$ cat config.mk
export PLATFORM = sky130hd
export DESIGN_NAME = vga_sync_monitor
export DESIGN_NICKNAME = d
export VERILOG_FILES = /design/src/rtl/vga_sync_monitor_pkg.sv /design/src/rtl/vga_sync_monitor_sync_edge_meter.sv /design/src/rtl/vga_sync_monitor.sv
export SDC_FILE = /design/constraint.sdc
export NUM_CORES = 1
export LEC_CHECK = 0
export CORE_MARGIN = 5
export CORE_UTILIZATION = 57
export CTS_CLUSTER_DIAMETER = 100
export CTS_CLUSTER_SIZE = 10
export DETAILED_ROUTE_END_ITERATION = 8
export GPL_ROUTABILITY_DRIVEN = 0
export PLACE_DENSITY = 0.81
export SLEW_MARGIN = 5
export SYNTH_ARGS = -nofsm -noshare
export SYNTH_HDL_FRONTEND = slang
export SYNTH_SLANG_ARGS = --single-unit
$ cat constraint.sdc
create_clock -name clk -period 2.6 [get_ports clk]
set_input_delay 0.39 -clock clk [delete_from_list [all_inputs] [get_ports clk]]
set_output_delay 0.39 -clock clk [all_outputs]
set_load 0.01 [all_outputs]
$ cat src/rtl/vga_sync_monitor_pkg.sv
// rtl/vga_sync_monitor_pkg.sv - VGA 640x480@60 timing constants, monitor FSM states and counter helper
package vga_sync_monitor_pkg;

    localparam int H_VIS       = 640;
    localparam int H_FP        = 16;
    localparam int H_SYNC      = 96;
    localparam int H_BP        = 48;
    localparam int H_TOTAL     = H_VIS + H_FP + H_SYNC + H_BP;
    localparam int V_VIS       = 480;
    localparam int V_FP        = 10;
    localparam int V_SYNC      = 2;
    localparam int V_BP        = 33;
    localparam int V_TOTAL     = V_VIS + V_FP + V_SYNC + V_BP;
    localparam int LOCK_FRAMES = 2;

    localparam int CNT_W = 10;

    typedef enum logic [1:0] {
        HUNT    = 2'd0,
        ACQUIRE = 2'd1,
        LOCKED  = 2'd2
    } mon_state_e;

    function automatic logic [CNT_W-1:0] sat_inc(input logic [CNT_W-1:0] v);
        return (v == {CNT_W{1'b1}}) ? v : v + 1'b1;
    endfunction

endpackage

$ cat src/rtl/vga_sync_monitor_sync_edge_meter.sv
// rtl/vga_sync_monitor_sync_edge_meter.sv - sync edge detector with saturating period/pulse-width meter
module sync_edge_meter #(
    parameter int TOTAL = 800,
    parameter int PULSE = 96
) (
    input  logic clk,
    input  logic rst_n,
    input  logic sync_i,
    input  logic tick_i,
    input  logic hunt_i,
    output logic fall_o,
    output logic len_err_o,
    output logic pw_err_o
);
    import vga_sync_monitor_pkg::*;

    localparam logic [CNT_W-1:0] TOTAL_C = CNT_W'(TOTAL);
    localparam logic [CNT_W-1:0] PULSE_C = CNT_W'(PULSE);

    logic             sync_q;
    logic             armed_q;
    logic             armed_d;
    logic             rise;
    logic [CNT_W-1:0] len_q, len_d;
    logic [CNT_W-1:0] pw_q, pw_d;

    assign fall_o = sync_q & ~sync_i;
    assign rise   = ~sync_q & sync_i;

    // The falling edge itself is the first counted unit of the new period and pulse.
    always_comb begin
        len_d = len_q;
        pw_d  = pw_q;
        if (fall_o) begin
            len_d = {{(CNT_W-1){1'b0}}, tick_i};
            pw_d  = {{(CNT_W-1){1'b0}}, tick_i};
        end else begin
            if (tick_i) len_d = sat_inc(len_q);
            if (tick_i && !sync_i) pw_d = sat_inc(pw_q);
        end
    end

    // Arming survives only outside HUNT, so checks need a start edge seen since the last hunt.
    assign armed_d   = fall_o | (armed_q & ~hunt_i);
    assign len_err_o = fall_o & armed_q & (len_q != TOTAL_C);
    assign pw_err_o  = rise & armed_q & (pw_q != PULSE_C);

    always_ff @(posedge clk or negedge rst_n) begin
        if (!rst_n) begin
            sync_q  <= 1'b1;
            armed_q <= 1'b0;
            len_q   <= '0;
            pw_q    <= '0;
        end else begin
            sync_q  <= sync_i;
            armed_q <= armed_d;
            len_q   <= len_d;
            pw_q    <= pw_d;
        end
    end

endmodule

$ cat src/rtl/vga_sync_monitor.sv
// rtl/vga_sync_monitor.sv - VGA receive-side sync monitor: position recovery, timing lock, frame checksum
module vga_sync_monitor #(
    parameter int H_VIS       = vga_sync_monitor_pkg::H_VIS,
    parameter int H_FP        = vga_sync_monitor_pkg::H_FP,
    parameter int H_SYNC      = vga_sync_monitor_pkg::H_SYNC,
    parameter int H_BP        = vga_sync_monitor_pkg::H_BP,
    parameter int V_VIS       = vga_sync_monitor_pkg::V_VIS,
    parameter int V_FP        = vga_sync_monitor_pkg::V_FP,
    parameter int V_SYNC      = vga_sync_monitor_pkg::V_SYNC,
    parameter int V_BP        = vga_sync_monitor_pkg::V_BP,
    parameter int LOCK_FRAMES = vga_sync_monitor_pkg::LOCK_FRAMES
) (
    input  logic        clk,
    input  logic        clr,
    input  logic        vga_hs,
    input  logic        vga_vs,
    input  logic [15:0] rgb,
    input  logic        err_clr,
    output logic [9:0]  x,
    output logic [9:0]  y,
    output logic        de,
    output logic        locked,
    output logic [15:0] frame_sum,
    output logic        frame_sum_valid,
    output logic [7:0]  frame_cnt,
    output logic        h_len_err,
    output logic        h_pw_err,
    output logic        v_len_err,
    output logic        v_pw_err
);
    import vga_sync_monitor_pkg::*;

    localparam int MY_H_TOTAL = H_VIS + H_FP + H_SYNC + H_BP;
    localparam int MY_V_TOTAL = V_VIS + V_FP + V_SYNC + V_BP;

    localparam logic [9:0] H_LOAD  = 10'(H_VIS + H_FP);
    localparam logic [9:0] V_LOAD  = 10'(V_VIS + V_FP);
    localparam logic [9:0] H_LAST  = 10'(MY_H_TOTAL - 1);
    localparam logic [9:0] V_LAST  = 10'(MY_V_TOTAL - 1);
    localparam logic [9:0] H_VIS_C = 10'(H_VIS);
    localparam logic [9:0] V_VIS_C = 10'(V_VIS);
    localparam logic [3:0] GOOD_LAST = 4'(LOCK_FRAMES - 1);

    mon_state_e  state_q;
    logic [3:0]  good_q;
    logic        locked_q;
    logic        hunt;
    logic        hs_fall, vs_fall;
    logic        h_len_new, h_pw_new, v_len_new, v_pw_new;
    logic        new_err;
    logic [9:0]  hpos_q, hpos_d;
    logic [9:0]  vpos_q, vpos_d;
    logic        h_wrap;
    logic        win_d;
    logic        de_q;
    logic [15:0] acc_q;
    logic [15:0] frame_sum_q;
    logic        fsv_q;
    logic [7:0]  frame_cnt_q;
    logic        h_len_err_q, h_pw_err_q, v_len_err_q, v_pw_err_q;

    assign hunt = (state_q == HUNT);

    sync_edge_meter #(.TOTAL(MY_H_TOTAL), .PULSE(H_SYNC)) u_h_meter (
        .clk      (clk),
        .rst_n    (clr),
        .sync_i   (vga_hs),
        .tick_i   (1'b1),
        .hunt_i   (hunt),
        .fall_o   (hs_fall),
        .len_err_o(h_len_new),
        .pw_err_o (h_pw_new)
    );

    // Vertical measurements are in lines, so the tick is the horizontal sync edge.
    sync_edge_meter #(.TOTAL(MY_V_TOTAL), .PULSE(V_SYNC)) u_v_meter (
        .clk      (clk),
        .rst_n    (clr),
        .sync_i   (vga_vs),
        .tick_i   (hs_fall),
        .hunt_i   (hunt),
        .fall_o   (vs_fall),
        .len_err_o(v_len_new),
        .pw_err_o (v_pw_new)
    );

    assign new_err = h_len_new | h_pw_new | v_len_new | v_pw_new;

    // Position of the sample being taken this cycle.
    always_comb begin
        h_wrap = 1'b0;
        hpos_d = hpos_q + 10'd1;
        if (hs_fall) begin
            hpos_d = H_LOAD;
        end else if (hpos_q == H_LAST) begin
            hpos_d = '0;
            h_wrap = 1'b1;
        end
        vpos_d = vpos_q;
        if (vs_fall) begin
            vpos_d = V_LOAD;
        end else if (h_wrap) begin
            vpos_d = (vpos_q == V_LAST) ? 10'd0 : vpos_q + 10'd1;
        end
    end

    assign win_d = (hpos_d < H_VIS_C) & (vpos_d < V_VIS_C);

    always_ff @(posedge clk or negedge clr) begin
        if (!clr) begin
            state_q  <= HUNT;
            good_q   <= '0;
            locked_q <= 1'b0;
        end else begin
            case (state_q)
                HUNT: begin
                    if (vs_fall) begin
                        state_q <= ACQUIRE;
                        good_q  <= '0;
                    end
                end
                ACQUIRE: begin
                    if (new_err) begin
                        state_q <= HUNT;
                        good_q  <= '0;
                    end else if (vs_fall) begin
                        good_q <= good_q + 4'd1;
                        if (good_q == GOOD_LAST) begin
                            state_q  <= LOCKED;
                            locked_q <= 1'b1;
                        end
                    end
                end
                LOCKED: begin
                    if (new_err) begin
                        state_q  <= HUNT;
                        locked_q <= 1'b0;
                        good_q   <= '0;
                    end
                end
                default: begin
                    state_q  <= HUNT;
                    locked_q <= 1'b0;
                    good_q   <= '0;
                end
            endcase
        end
    end

    always_ff @(posedge clk or negedge clr) begin
        if (!clr) begin
            hpos_q      <= '0;
            vpos_q      <= '0;
            de_q        <= 1'b0;
            acc_q       <= '0;
            frame_sum_q <= '0;
            fsv_q       <= 1'b0;
            frame_cnt_q <= '0;
            h_len_err_q <= 1'b0;
            h_pw_err_q  <= 1'b0;
            v_len_err_q <= 1'b0;
            v_pw_err_q  <= 1'b0;
        end else begin
            hpos_q <= hpos_d;
            vpos_q <= vpos_d;
            de_q   <= locked_q & ~new_err & win_d;

            h_len_err_q <= (h_len_err_q & ~err_clr) | h_len_new;
            h_pw_err_q  <= (h_pw_err_q  & ~err_clr) | h_pw_new;
            v_len_err_q <= (v_len_err_q & ~err_clr) | v_len_new;
            v_pw_err_q  <= (v_pw_err_q  & ~err_clr) | v_pw_new;

            // A frame ending on the vs_fall that left HUNT was only partly summed, so it is dropped.
            fsv_q <= 1'b0;
            if (vs_fall) begin
                acc_q <= '0;
                if (!hunt) begin
                    frame_sum_q <= acc_q;
                    fsv_q       <= 1'b1;
                    frame_cnt_q <= frame_cnt_q + 8'd1;
                end
            end else if (!hunt && win_d) begin
                acc_q <= acc_q + rgb;
            end
        end
    end

    assign x               = hpos_q;
    assign y               = vpos_q;
    assign de              = de_q;
    assign locked          = locked_q;
    assign frame_sum       = frame_sum_q;
    assign frame_sum_valid = fsv_q;
    assign frame_cnt       = frame_cnt_q;
    assign h_len_err       = h_len_err_q;
    assign h_pw_err        = h_pw_err_q;
    assign v_len_err       = v_len_err_q;
    assign v_pw_err        = v_pw_err_q;

endmodule

# [Yosys cells after proc, flatten, opt, wreduce, memory -nomap -nowiden]
# Cells that the tools add are included.
[word_totals] ff_bits=117 input_bits=21 out_inout_bits=51 word_cells=148
[classes] n_addsub=9 magnitude_cmp=2 n_eq_ne=25 mux=38 bitwise_logic=37 reduce_logical=15
[ops] op="10-bit two-way mux" count=16
[ops] op="10-bit by 1-bit adder with 10-bit output, second input constant" count=6
[ops] op="10-bit equality test, second input constant" count=6
[ops] op="16-bit two-way mux" count=2
[ops] op="1-bit bitwise AND" count=21
[ops] op="10-bit != test, second input constant" count=2
[ops] op="16-bit adder" count=1
[ops] op="4-bit two-way mux" count=4
[ops] op="2-bit by 1-bit != test with 1-bit output, second input constant" count=7
[ops] op="4-bit one-hot mux with 3 select lines" count=1
[ops] op="10-bit < comparator, second input constant" count=1
[ops] op="10-bit by 9-bit < comparator with 1-bit output, second input constant" count=1
[ops] op="2-bit two-way mux" count=5
[ops] op="10-bit by 2-bit != test with 1-bit output, second input constant" count=1
[ops] op="10-bit by 7-bit != test with 1-bit output, second input constant" count=1
[ops] op="1-bit bitwise OR" count=9
[ops] op="8-bit by 1-bit adder with 8-bit output, second input constant" count=1
[ops] op="1-bit two-way mux" count=8
[ops] op="2-bit AND reduction" count=4
[ops] op="1-bit NOT" count=7
[ops] op="2-bit != test, second input constant" count=3
[ops] op="2-bit one-hot mux with 3 select lines" count=1
[ops] op="2-bit nonzero test" count=3
[ops] op="5-bit AND reduction" count=1
[ops] op="other kinds (12)" count=14

# [Longest topological paths before layout]
[logic_depth] word_depth=10 depth_mapped=11

# [Cells and area by module]
# From an unflattened synthesis, not the netlist that was laid out.
[unflattened] hier_cells=715 area_unflattened_um2=6642.6
[by_module_without_submodules] module="vga_sync_monitor" n_inst=1 cells_each=434 area_each_um2=4071.4
[by_module_without_submodules] module="sync_edge_meter (u_h_meter)" n_inst=1 cells_each=147 area_each_um2=1318.8
[by_module_without_submodules] module="sync_edge_meter (u_v_meter)" n_inst=1 cells_each=134 area_each_um2=1252.5

# [Worst setup path before layout]
# No wires, ideal clock.
[synth_path] path_kind="register to register" start="register hpos_q[0] (netlist: x[0])" end="register acc_q[14]" arrival_time_ns=2.229 required_time_ns=2.508 setup_slack_ns=0.280 stages_incl_launch_ff=11 period_less_slack_ns=2.320 path_cell_list="dfrtp_1 ha_1 nand4_2 or4_4 or3_1 nand3_2 nand3_2 nand3_2 buf_2 nand3_1 o31ai_2"
[synth_between] elab_chain_cells=9 elab_cells_between_ends=13 cone_classes="add/sub (1); order compare (2); eq/ne (1); mux (6); bitwise (1); reduce/logical (2)"
[synth_lines] item="start: declaration" line="vga_sync_monitor.sv:51" source="logic [9:0] hpos_q, hpos_d;"
[synth_lines] item="start signal: assignment" line="vga_sync_monitor.sv:164" source="hpos_q <= hpos_d;"
[synth_lines] item="10-bit equality test" line="vga_sync_monitor.sv:95" source="end else if (hpos_q == H_LAST) begin"
[synth_lines] item="1-bit two-way mux" line="vga_sync_monitor.sv:95"
[synth_lines] item="1-bit two-way mux" line="vga_sync_monitor.sv:93" source="if (hs_fall) begin"
[synth_lines] item="10-bit two-way mux" line="vga_sync_monitor.sv:102" source="end else if (h_wrap) begin"
[synth_lines] item="10-bit two-way mux" line="vga_sync_monitor.sv:100" source="if (vs_fall) begin"
[synth_lines] item="net vpos_d[6]" line="vga_sync_monitor.sv:52" source="logic [9:0] vpos_q, vpos_d;"
[synth_lines] item="10-bit by 9-bit < comparator with 1-bit output" line="vga_sync_monitor.sv:107" source="assign win_d = (hpos_d < H_VIS_C) & (vpos_d < V_VIS_C);"
[synth_lines] item="1-bit bitwise AND" line="vga_sync_monitor.sv:107"
[synth_lines] item="1-bit logical AND" line="vga_sync_monitor.sv:182" source="end else if (!hunt && win_d) begin"
[synth_lines] item="2-bit nonzero test (no line)"
[synth_lines] item="end signal: assignment" line="vga_sync_monitor.sv:183" source="acc_q <= acc_q + rgb;"
[synth_lines] item="end: declaration" line="vga_sync_monitor.sv:56" source="logic [15:0] acc_q;"
# The timed path passes the listed nets, and every way through them passes these cells.
# A chain may end at the register's enable or synchronous reset.

# [Final worst setup path]
[layout_path] start="register hpos_q[7] (netlist: x[7])" end="register acc_q[0]"
# The elaborated chain is that of the path after synthesis.

==> results.cfg <==
[die]
pin_count = 72
std_cell_rows = 38
die_height_um = 114
initial_utilization = 0.578
fp.coreArea_um2 = 10700
dieWidth_um = 114
design.die.area_um2 = 13100

[drt]
drtIter0Drc = 320
route.detailed.wl_per_inst_um = 16.6
finalWirelength_um = 15000
first_pass_iters = 5
detail-route-antenna-nets = 0
detail_route.vias_per_cell = 5.80
detailroute.via_count = 5229
drc = 0

[clocking]
path_clk_slew_ns = 0.05
clock_root_buffer_master = sky130_fd_sc_hd__clkbuf_8
insertion_delay_ns = 0.53
cts.path.max_buffers = 2
number_of_clock_buffers_inserted_by_tritoncts = 17
cts_num_sinks = 117
tritoncts = done
maximum_level_of_the_cts_h_tree = 4
setup_fix_bufs_post_cts = 0

[sta]
fin_worst_skew_ns = 0.00683
worst_pin_slew_ns = 0.677
setup-tns-final_ns = 0
worst_rel_slew_slack = 0.544
period_needed_ns = 2.47
timing.final.hold_violations = 0
finalCritPeriodShare = 0.949
slew_viol_final = 0
final_report_setup_violation_count = 0
fmax_ghz = 0.405

[yosys]
synth.lib_cells_used.distinct = 64
synthesis.nets = 678
yosysSeqAreaShare = 0.472
synth_top_area_share = 0.463
synth_area_leader_cell = sky130_fd_sc_hd__dfrtp_1
synth_top_flop_cell = sky130_fd_sc_hd__dfrtp_1
yosys_warnings = 0
syn_area_um2 = 6210
synth-edff-count = 0
synth_top_cells_by_area = sky130_fd_sc_hd__dfrtp_1 (46%), sky130_fd_sc_hd__ha_1 (5.8%), sky130_fd_sc_hd__xor2_1 (4.7%), sky130_fd_sc_hd__nor2_1 (3.7%), sky130_fd_sc_hd__nand2_1 (3.4%)
syn_inst = 627
flip_flop_and_latch_count_after_synthesis = 117
synth.avg_cell_area_um2 = 9.90
synthArstFlopShare = 1.00

[cells_and_area]
n_antenna_cell = 0
design_area_um2 = 7940
final_layout_size_suffix_gt1_frac = 0.160
fin_cells = 902
final_core_utilization = 0.738
layout_common_cells = sky130_fd_sc_hd__dfrtp_1 (114), sky130_fd_sc_hd__clkdlybuf4s50_1 (70), sky130_fd_sc_hd__nor2_1 (61)
commonest_non_fill_non_tap_cell_in_the_layout = sky130_fd_sc_hd__dfrtp_1
area.growth.synth_to_final_pct = 27.8
finish.net_count = 803
fill_cells = 742

[power]
totalPowerFinal_w = 0.00494
powerDensity_nw_per_um2 = 623
power.leakage_nw = 3.65
ir_drop_mv = 0.416

[status]
outcome = complete, no violations

[placement]
port_buffers = 71
dp_hpwl_um = 10600
placed_instance_area_um2 = 7420
place_inst = 872

[worst_setup_path]
critical_path.startpoint_type = flip-flop
crit_path_max_fanout = 12
required_arrival_time_at_the_worst_endpoint_ns = 3.04
end_kind = flip-flop
crit_arrival_ns = 2.91
critical_path_class = reg2reg

[global_routing]
grt_first_pass_wirelength_um = 26100
grt_antenna_before_repair = 0
grt.overflow.total = 0
first_global_vias = 5514
grt_max_degree = 51
total_routing_usage_reported_by_global_routing = 0.250

[run]
maxCapViolations = 0

[min_path]
worstHoldPathType = in2async
[report_power, final]
part | leakage [nW] | total [W] | internal, W | switching [W]
sequential | 1.54 | 0.00218 | 0.00198 | 0.000201
clock | 0.244 | 0.00193 | 0.00116 | 0.000771
combinational | 1.87 | 0.000834 | 0.000414 | 0.000420
[cell type report]
type / instances / area, um2 / share of cell area
well taps: 140 / 175 / 0.0221
repair buffers: 127 / 1140 / 0.144
clock buffers: 22 / 443 / 0.0558
flip-flops and latches: 117 / 2930 / 0.369
inverters: 19 / 71.3 / 0.00899
clock inverters: 7 / 35.0 / 0.00442
multi-input cells: 470 / 3140 / 0.395
[cells by family after synthesis]
group | Yosys count | synth area share
AO/OA/AOI/OAI | 122 | 0.123
XOR/XNOR | 49 | 0.0691
adder cells (fa/ha/maj) | 30 | 0.0617
buffers and inverters | 40 | 0.0280
flip-flops | 117 | 0.472
multiplexers | 19 | 0.0341
AND/OR/NAND/NOR | 250 | 0.213
[Yosys cell counts (4+ instances only)]
library cell               count
sky130_fd_sc_hd__o21ai_0      37
sky130_fd_sc_hd__and4_1        5
sky130_fd_sc_hd__o31ai_1       4
sky130_fd_sc_hd__nand2_1      57
sky130_fd_sc_hd__nor2b_1       7
sky130_fd_sc_hd__xnor2_1      16
sky130_fd_sc_hd__inv_1        19
sky130_fd_sc_hd__a31oi_1      10
sky130_fd_sc_hd__a21oi_1      24
sky130_fd_sc_hd__nor3_1       12
sky130_fd_sc_hd__nand4_1      12
sky130_fd_sc_hd__o21ai_1       6
sky130_fd_sc_hd__mux2_2       17
sky130_fd_sc_hd__and2_1        4
sky130_fd_sc_hd__nor4_1        4
sky130_fd_sc_hd__dfrtp_1     115
sky130_fd_sc_hd__nand3_1      38
sky130_fd_sc_hd__or3_1         6
sky130_fd_sc_hd__nor2_1       62
sky130_fd_sc_hd__and3_1       12
sky130_fd_sc_hd__clkbuf_1     15
sky130_fd_sc_hd__xor2_1       33
sky130_fd_sc_hd__or2_2         5
sky130_fd_sc_hd__o21a_1        4
sky130_fd_sc_hd__a21o_1       12
sky130_fd_sc_hd__ha_1         29
[state kept, by name, indices dropped and copies added (netlist names), 2 cells and up]
register and cells:
acc_q 16, frame_sum 16, u_h_meter.len_q 10, u_h_meter.pw_q 10
u_v_meter.len_q 10, u_v_meter.pw_q 10, x 10, y 10
frame_cnt 8, good_q 4, state_q 2
[worst paths after layout]
kind / slack (ns) / depth (start not counted) / to / start
hold reg to reg: 0.47 / 1 / frame_cnt[7]$_DFFE_PN0P_ / frame_cnt[7]$_DFFE_PN0P_
setup / recovery: 0.13 / 9 / acc_q[0]$_DFFE_PN0P_ / x[7]$_DFF_PN0_
max in group asynchronous: 1.42 / 3 / frame_sum[0]$_DFFE_PN0P_ / clr
hold / removal: 0.39 / 2 / u_h_meter.pw_q[0]$_DFFE_PN0P_ / clr
setup reg to reg: 0.13 / 9 / acc_q[0]$_DFFE_PN0P_ / x[7]$_DFF_PN0_
min in group clk: 0.47 / 1 / frame_cnt[7]$_DFFE_PN0P_ / frame_cnt[7]$_DFFE_PN0P_
[critical path, cell delays in order (launching register included)]
cell and delay, ns:
sky130_fd_sc_hd__dfrtp_1 0.43, sky130_fd_sc_hd__nand4bb_4 0.30, sky130_fd_sc_hd__or4_4 0.57, sky130_fd_sc_hd__or3_1 0.38, sky130_fd_sc_hd__nand3_2 0.10, sky130_fd_sc_hd__nand3_2 0.10
sky130_fd_sc_hd__nand3_4 0.12, sky130_fd_sc_hd__buf_4 0.19, sky130_fd_sc_hd__nand3_1 0.09, sky130_fd_sc_hd__o21ai_0 0.09
[stage by stage]
stage,setup slack (ns),hold slack [ns]
after floorplan,0.280,0.0944
after global placement,-0.167,0.416
after detailed placement,-0.216,0.424
after global routing,-0.00340,0.456
final,0.133,0.394
after CTS,0.0431,0.411
[metal layers]
metal,up-vias,wire length [um],track usage
met3,28,824,0.0645
met2,160,7640,0.411
met4,0,242,0.0839
met1,2569,6310,0.323
li1,2472,-,-
met5,-,0,0
[repair_timing]
item	in CTS	in global routing
hold buffers	1	0
setup endpoints to repair	1	15
pin swaps	0	0
resized for setup	1	5
hold endpoints to repair	39	0
(Power assumes the default switching activity.)
